$ cat src/rtl/fifo_byte_serializer.sv
// ----------------------------------------------------------------------------
// fifo_byte_serializer
//
// Drain stage for fifo_top. Whenever the FIFO reports stored data it pops one
// word, captures it, and streams it out as BYTE_W-bit bytes on a valid/ready
// handshake. The final byte of each word is tagged with last_o, and completed
// words are counted in word_cnt_o.
//
// Ports
//   clk_i          single clock, rising edge
//   rst_i          asynchronous, active-high reset
//   fifo_pnding_i  FIFO holds at least one word
//   fifo_data_i    FIFO read data (valid RD_LATENCY cycles after the pop)
//   fifo_pop_o     one-cycle pop pulse per word
//   byte_o         current output byte
//   valid_o        byte_o is valid
//   ready_i        consumer accepts byte_o this cycle
//   last_o         byte_o is the final byte of its word (qualified by valid_o)
//   busy_o         FSM is not idle
//   word_cnt_o     fully transmitted words, wraps modulo 2^16
// ----------------------------------------------------------------------------
module fifo_byte_serializer #(
   parameter int BITS       = 32,
   parameter int BYTE_W     = 8,
   parameter int RD_LATENCY = 1,
   parameter int MSB_FIRST  = 1
) (
   input  logic              clk_i,
   input  logic              rst_i,
   input  logic              fifo_pnding_i,
   input  logic [BITS-1:0]   fifo_data_i,
   output logic              fifo_pop_o,
   output logic [BYTE_W-1:0] byte_o,
   output logic              valid_o,
   input  logic              ready_i,
   output logic              last_o,
   output logic              busy_o,
   output logic [15:0]       word_cnt_o
);

   localparam int N     = BITS / BYTE_W;
   localparam int IDX_W = (N > 1) ? $clog2(N) : 1;
   localparam logic [IDX_W-1:0] LAST_IDX = IDX_W'(N - 1);

   typedef enum logic [1:0] {
      S_IDLE,
      S_POP,
      S_WAIT,
      S_SEND
   } state_t;

   state_t            state_q;
   state_t            state_d;
   logic [BITS-1:0]   word_q;
   logic [IDX_W-1:0]  idx_q;
   logic [15:0]       cnt_q;
   logic [BYTE_W-1:0] byte_sel;
   logic              accept;
   logic              last_accept;
   logic              capture;

   // Handshake decode. These feed state only, never an output port, so
   // ready_i has no combinational path to any output.
   assign accept      = (state_q == S_SEND) && ready_i;
   assign last_accept = accept && (idx_q == LAST_IDX);

   // ---------------------------------------------------------------------
   // State register
   // ---------------------------------------------------------------------
   // NOTE: sequential state uses non-blocking assignments so every register
   // samples pre-edge values regardless of process evaluation order.
   always_ff @(posedge clk_i or posedge rst_i) begin
      if (rst_i) begin
         state_q <= S_IDLE;
      end else begin
         state_q <= state_d;
      end
   end

   // ---------------------------------------------------------------------
   // Next-state logic
   // ---------------------------------------------------------------------
   // NOTE: every combinationally written signal gets a default first, so no
   // path through the case leaves it unassigned and no latch is inferred.
   always_comb begin
      state_d = state_q;
      unique case (state_q)
         S_IDLE: begin
            if (fifo_pnding_i) state_d = S_POP;
         end
         S_POP: begin
            // The FIFO may have been drained before the pop was granted;
            // in that case nothing was popped, so nothing is captured.
            if (!fifo_pnding_i)       state_d = S_IDLE;
            else if (RD_LATENCY == 0) state_d = S_SEND;
            else                      state_d = S_WAIT;
         end
         S_WAIT: begin
            state_d = S_SEND;
         end
         S_SEND: begin
            if (last_accept) state_d = fifo_pnding_i ? S_POP : S_IDLE;
         end
         default: state_d = S_IDLE;
      endcase
   end

   // ---------------------------------------------------------------------
   // Output decode (from registered state; the pop is additionally gated
   // by the FIFO's pending flag so an empty FIFO is never popped)
   // ---------------------------------------------------------------------
   always_comb begin
      fifo_pop_o = (state_q == S_POP) && fifo_pnding_i;
      valid_o    = (state_q == S_SEND);
      last_o     = (state_q == S_SEND) && (idx_q == LAST_IDX);
      busy_o     = (state_q != S_IDLE);
   end

   // Read data is sampled in POP when the FIFO is combinational, otherwise
   // one cycle later in WAIT, where the popped word is guaranteed present.
   always_comb begin
      capture = (state_q == S_WAIT) ||
                ((state_q == S_POP) && fifo_pnding_i && (RD_LATENCY == 0));
   end

   // ---------------------------------------------------------------------
   // Datapath: captured word, byte index, word counter
   // ---------------------------------------------------------------------
   // NOTE: the word register is reset along with the control state because
   // byte_o is read straight out of it and must be 0 during reset.
   always_ff @(posedge clk_i or posedge rst_i) begin
      if (rst_i) begin
         word_q <= '0;
         idx_q  <= '0;
         cnt_q  <= '0;
      end else begin
         if (capture) begin
            word_q <= fifo_data_i;
            idx_q  <= '0;
         end else if (accept) begin
            idx_q <= last_accept ? '0 : idx_q + IDX_W'(1);
         end
         if (last_accept) cnt_q <= cnt_q + 16'd1;
      end
   end

   // Byte select: the word stays frozen during SEND, only the index moves,
   // so a stalled byte is held stable for free.
   always_comb begin
      byte_sel = '0;
      for (int k = 0; k < N; k++) begin
         if (idx_q == IDX_W'(k)) begin
            if (MSB_FIRST != 0) byte_sel = word_q[BITS-1-k*BYTE_W -: BYTE_W];
            else                byte_sel = word_q[k*BYTE_W +: BYTE_W];
         end
      end
   end

   assign byte_o     = byte_sel;
   assign word_cnt_o = cnt_q;

endmodule

$ cat config.mk
export PLATFORM = sky130hd
export DESIGN_NAME = fifo_byte_serializer
export DESIGN_NICKNAME = d
export VERILOG_FILES = /design/src/rtl/fifo_byte_serializer.sv
export SDC_FILE = /design/constraint.sdc
export NUM_CORES = 1
export LEC_CHECK = 0
export ABC_AREA = 1
export BUFFER_PORTS_ARGS = -buffer_cell sky130_fd_sc_hd__buf_2
export CELL_PAD_IN_SITES_DETAIL_PLACEMENT = 1
export CELL_PAD_IN_SITES_GLOBAL_PLACEMENT = 1
export CORE_ASPECT_RATIO = 0.75
export CORE_MARGIN = 8
export CORE_UTILIZATION = 43
export CTS_CLUSTER_DIAMETER = 120
export CTS_CLUSTER_SIZE = 28
export DETAILED_ROUTE_END_ITERATION = 10
export MAX_ROUTING_LAYER = met4
export PLACE_DENSITY_LB_ADDON = 0.1
export SYNTH_ARGS = -nofsm -noshare
export SYNTH_HDL_FRONTEND = slang
export SYNTH_SLANG_ARGS = --single-unit
$ cat constraint.sdc
create_clock -name clk_i -period 2.33 [get_ports clk_i]
set_input_delay 0.3495 -clock clk_i [delete_from_list [all_inputs] [get_ports clk_i]]
set_output_delay 0.3495 -clock clk_i [all_outputs]
set_load 0.05 [all_outputs]
== Word level (Yosys, flattened, before mapping) ==
Index checks and enable logic that the tools add are counted.
Cells by class
  reductions and logical operators: 9
  mux-type cells: 12
  $add $sub $neg: 2
  eq/ne operators: 8
Operator list (number)
  8-bit two-way mux: 4
  16-bit by 1-bit adder with 16-bit output, second input constant: 1
  2-bit two-way mux: 6
  2-bit == test, second input constant: 4
  2-bit case mux with 4 select lines: 1
  2-bit by 1-bit == test with 1-bit output, second input constant: 2
  1-bit logical AND: 4
  2-bit zero test: 2
  2-bit nonzero test: 2
  2-bit by 1-bit adder with 2-bit output, second input constant: 1
  2-bit by 1-bit != test with 1-bit output, second input constant: 1
  2-bit != test, second input constant: 1
  2-bit AND reduction: 1
  1-bit two-way mux: 1
Storage, ports and cells
  logic and storage cells: 35
  input port bits: 36
  bits in registers: 52
  output and inout port bits: 28

== Longest topological paths before layout ==
  depth after elaboration: 6
  mapped depth: 9

== Least setup slack after synthesis ==
No wires, ideal clock.
  path type: register -> output
  start point: register idx_q[0]
  end point: output port byte_o[0]
  path slack: 52 ps
  arrival: 1928 ps
  stages on the path, launching flop included: 7
  data required time: 1980 ps
  cell sequence: dfrtp_1 -> ha_1 -> buf_4 -> inv_1 -> clkbuf_1 -> nor2_1 -> a21oi_1
On the way
  cells in the longest elaborated chain, start to end: 5
Ends and longest elaborated chain
  start: declaration: line 55  | logic [IDX_W-1:0] idx_q;
  start signal: assignment: line 141  | idx_q <= last_accept ? '0 : idx_q + IDX_W'(1);
  2-bit zero test: line 152  | if (idx_q == IDX_W'(k)) begin
  8-bit two-way mux (3 in a row): line 152
  8-bit two-way mux *: line 152
  end: declaration: line 33  | output logic [BYTE_W-1:0] byte_o,
Mark *: on every way between the ends. The rest lies on a longest branch, timed or not.

== Worst setup path after layout ==
  start point: register idx_q[1]
  end point: output port byte_o[3]
The elaborated chain is that of the path after synthesis.

==> results_dict.tcl <==
set metrics [dict create \
    finalCriticalPeriod_ps 2180 \
    hold_buffers 0 \
    grt_pass1_vias 2109 \
    cts_root_buffer "clkbuf_8" \
    gp_congestion 0.818 \
    ys_types 22 \
    period_share 0.934 \
    wl_um 6470 \
    grt_antenna_before_repair 0 \
    antennaDiodeCount 0 \
    worstSkewPairLatency_ps 310 \
    avgSynthCellArea_um2 9.60 \
    ys_seq_area_frac 0.513 \
    path_clk_slew_ps 100 \
    rsz0062_at_grt "false" \
    fin_nets 372 \
    worst_pin_slew_ps 660 \
    die-width_um 105 \
    place.detailed.hpwl_um 4980 \
    cp_data_arrival_time_ps 1830 \
    htreeDepth 2 \
    wl_per_cell_um 15.8 \
    critPathLaunchType "flip-flop" \
    num-fill-cells 722 \
    status "complete, no violations" \
    yosysWarnings 0 \
    drv_slew 0 \
    finalSetupTns_ps 0 \
    grt_max_degree 53 \
    ant_nets 0 \
    endpoint_kind "primary output" \
    initial_core_util 0.440 \
    cts_sinks 52 \
    die_y_um 82.5 \
    slew_headroom 0.560 \
    cp_top_family "buffers and inverters" \
    synth_area_leaders "dfrtp_1 51%, mux2_2 11%, nand2_1 7.7%" \
    cts_tree "yes" \
    fmax_mhz 459 \
    max-vdd-ir-drop_mv 0.655 \
    drtIter0Drc 52 \
    path_common_cell "buf_4" \
    path_cells "buf_4 -> ha_1 -> inv_2 -> nand2_1 -> a21oi_1 -> buf_4" \
    hold_viol 0 \
    holdCritPathClass "in -> async" \
    vias_per_cell 4.88 \
    drive_gt1_frac 0.343 \
    drtPass1Iterations 4 \
    drc 0 \
    cpPeakStageDelay_ps 410 \
    grt_pass1_wl_um 10900 \
    synth_nets 305 \
    max_cap_violations 0 \
    power_leakage_uw 0.00163 \
    grt-ovfl-total 0 \
    critPathRequiredTime_ps 1980 \
    port_buffers 63 \
    synth_top_cell_by_area "dfrtp_1" \
    finClkSkew_ps 4.66 \
    area_growth_pct 23.5 \
    fin_area_um2 3130 \
    synth_area_um2 2530 \
    cts_buffer_depth 2 \
    fp-row-count 24 \
    cts_buffers 5 \
    grt_usage 0.165 \
    p_per_area_nw_per_um2 1400 \
    setup_viol 0 \
    ios 64 \
    cp_max_fo 9 \
    die-area_um2 8630 \
    yosysTopAreaCellShare 0.513 \
    dr_total_vias 2001 \
    ys_ff_latch 52 \
    cpMaxStageDelayCell "dfrtp_1" \
    core_um2 5770 \
    worst-path-buf-inv 3 \
    placement.cell_area_um2 2940 \
    path_class "reg -> out" \
    syn_inst 264 \
]
-- cells in the mapped netlist --
cell type / number
dfrtp_1: 52
nand2_1: 52
nor2_1: 29
inv_1: 26
mux2_2: 25
a21oi_1: 24
o21ai_0: 11
xor2_1: 7
ha_1: 5
nand3_1: 5
nand4_1: 5
buf_2: 4
nand3b_1: 4
clkbuf_1: 3
nor2_4: 3
nand2_4: 2
xnor2_1: 2
buf_4: 1
nand3_2: 1
nor2_8: 1
or2_2: 1
xor2_2: 1
-- per-layer routing --
layer | track usage | share of wire
met1 | 0.228 | 0.52
met2 | 0.239 | 0.43
met3 | 0.0364 | 0.041
met4 | 0.0482 | 0.0099
met5 | - | 0
-- metrics by stage --
step           power (uW)   util  hold slack, ps  cells  setup WS, ps
2_1_floorplan        2940      -             478    264          52.1
3_3_place_gp         3410  0.510             469    401           385
3_5_place_dp         3460  0.510             491    401           266
4_1_cts              4350  0.539             234    409          38.3
5_1_grt              4670  0.543             250    410          16.2
6_report             4390  0.543             210    410           153
-- registers in the layout, indices dropped and copies added (netlist names), named ones only --
name,count
word_cnt_o,16
state_q,1
idx_q,2
word_q,32
-- cells by family after synthesis --
| kind of cell | count (synthesis) | share of synthesized area |
|---|---|---|
| xor+xnor | 10 | 0.0375 |
| mux | 25 | 0.111 |
| buf+inv | 34 | 0.0538 |
| simple gates | 103 | 0.191 |
| compound gates | 35 | 0.0691 |
| flops | 52 | 0.513 |
| fa+ha+maj | 5 | 0.0247 |
-- area by class of cell --
cell class | count | area (um^2) | area share
Inverter | 26 | 97.6 | 0.0312
Sequential cell | 52 | 1300 | 0.416
Clock buffer | 5 | 68.8 | 0.0220
Tap cell | 78 | 97.6 | 0.0312
Clock inverter | 3 | 90.1 | 0.0288
Timing Repair Buffer | 68 | 373 | 0.119
Multi-Input combinational cell | 178 | 1100 | 0.352
-- final timing paths --
| check | startpoint | slack [ps] | cells past startpoint | endpoint |
|---|---|---|---|---|
| setup reg to reg | idx_q[0]$_DFFE_PP0P_ | 660 | 8 | word_cnt_o[13]$_DFFE_PP0P_ |
| hold reg to reg | word_cnt_o[4]$_DFFE_PP0P_ | 500 | 1 | word_cnt_o[4]$_DFFE_PP0P_ |
| max in group asynchronous | rst_i | 1690 | 3 | async pin |
| min in group clk_i | fifo_data_i[16] | 260 | 2 | word_q[16]$_DFFE_PP0N_ |
| setup / recovery | idx_q[1]$_DFFE_PP0P_ | 150 | 6 | byte_o[3] |
| hold / removal | rst_i | 210 | 3 | word_cnt_o[12]$_DFFE_PP0P_ |
-- worst min-delay path: stages --
cell,delay (ps)
buf_2,100
inv_2,30
buf_4,530
-- placed cells by master, fill, tap and decap left out, types with 4 or more instances in the layout --
cell type,count
a21oi_1,24
buf_2,55
buf_4,10
clkbuf_8,5
dfrtp_1,52
ha_1,4
inv_1,24
mux2_2,25
nand2_1,51
nand3_1,5
nand3b_1,4
nand4_1,5
nor2_1,29
o21ai_0,6
o21ai_1,5
xor2_1,7
-- repair_timing --
item,4_1_cts,5_1_grt
setup endpoints to repair,4,8
hold endpoints to repair,0,0
pin swaps,0,0
buffers inserted,0,1
gates resized for setup,4,14
-- report_power, final --
| group | switching [uW] | internal, uW | total, uW |
|---|---|---|---|
| registers | 210 | 1240 | 1450 |
| logic | 1360 | 734 | 2100 |
| clock network | 308 | 537 | 845 |
(Power assumes the default switching activity.)
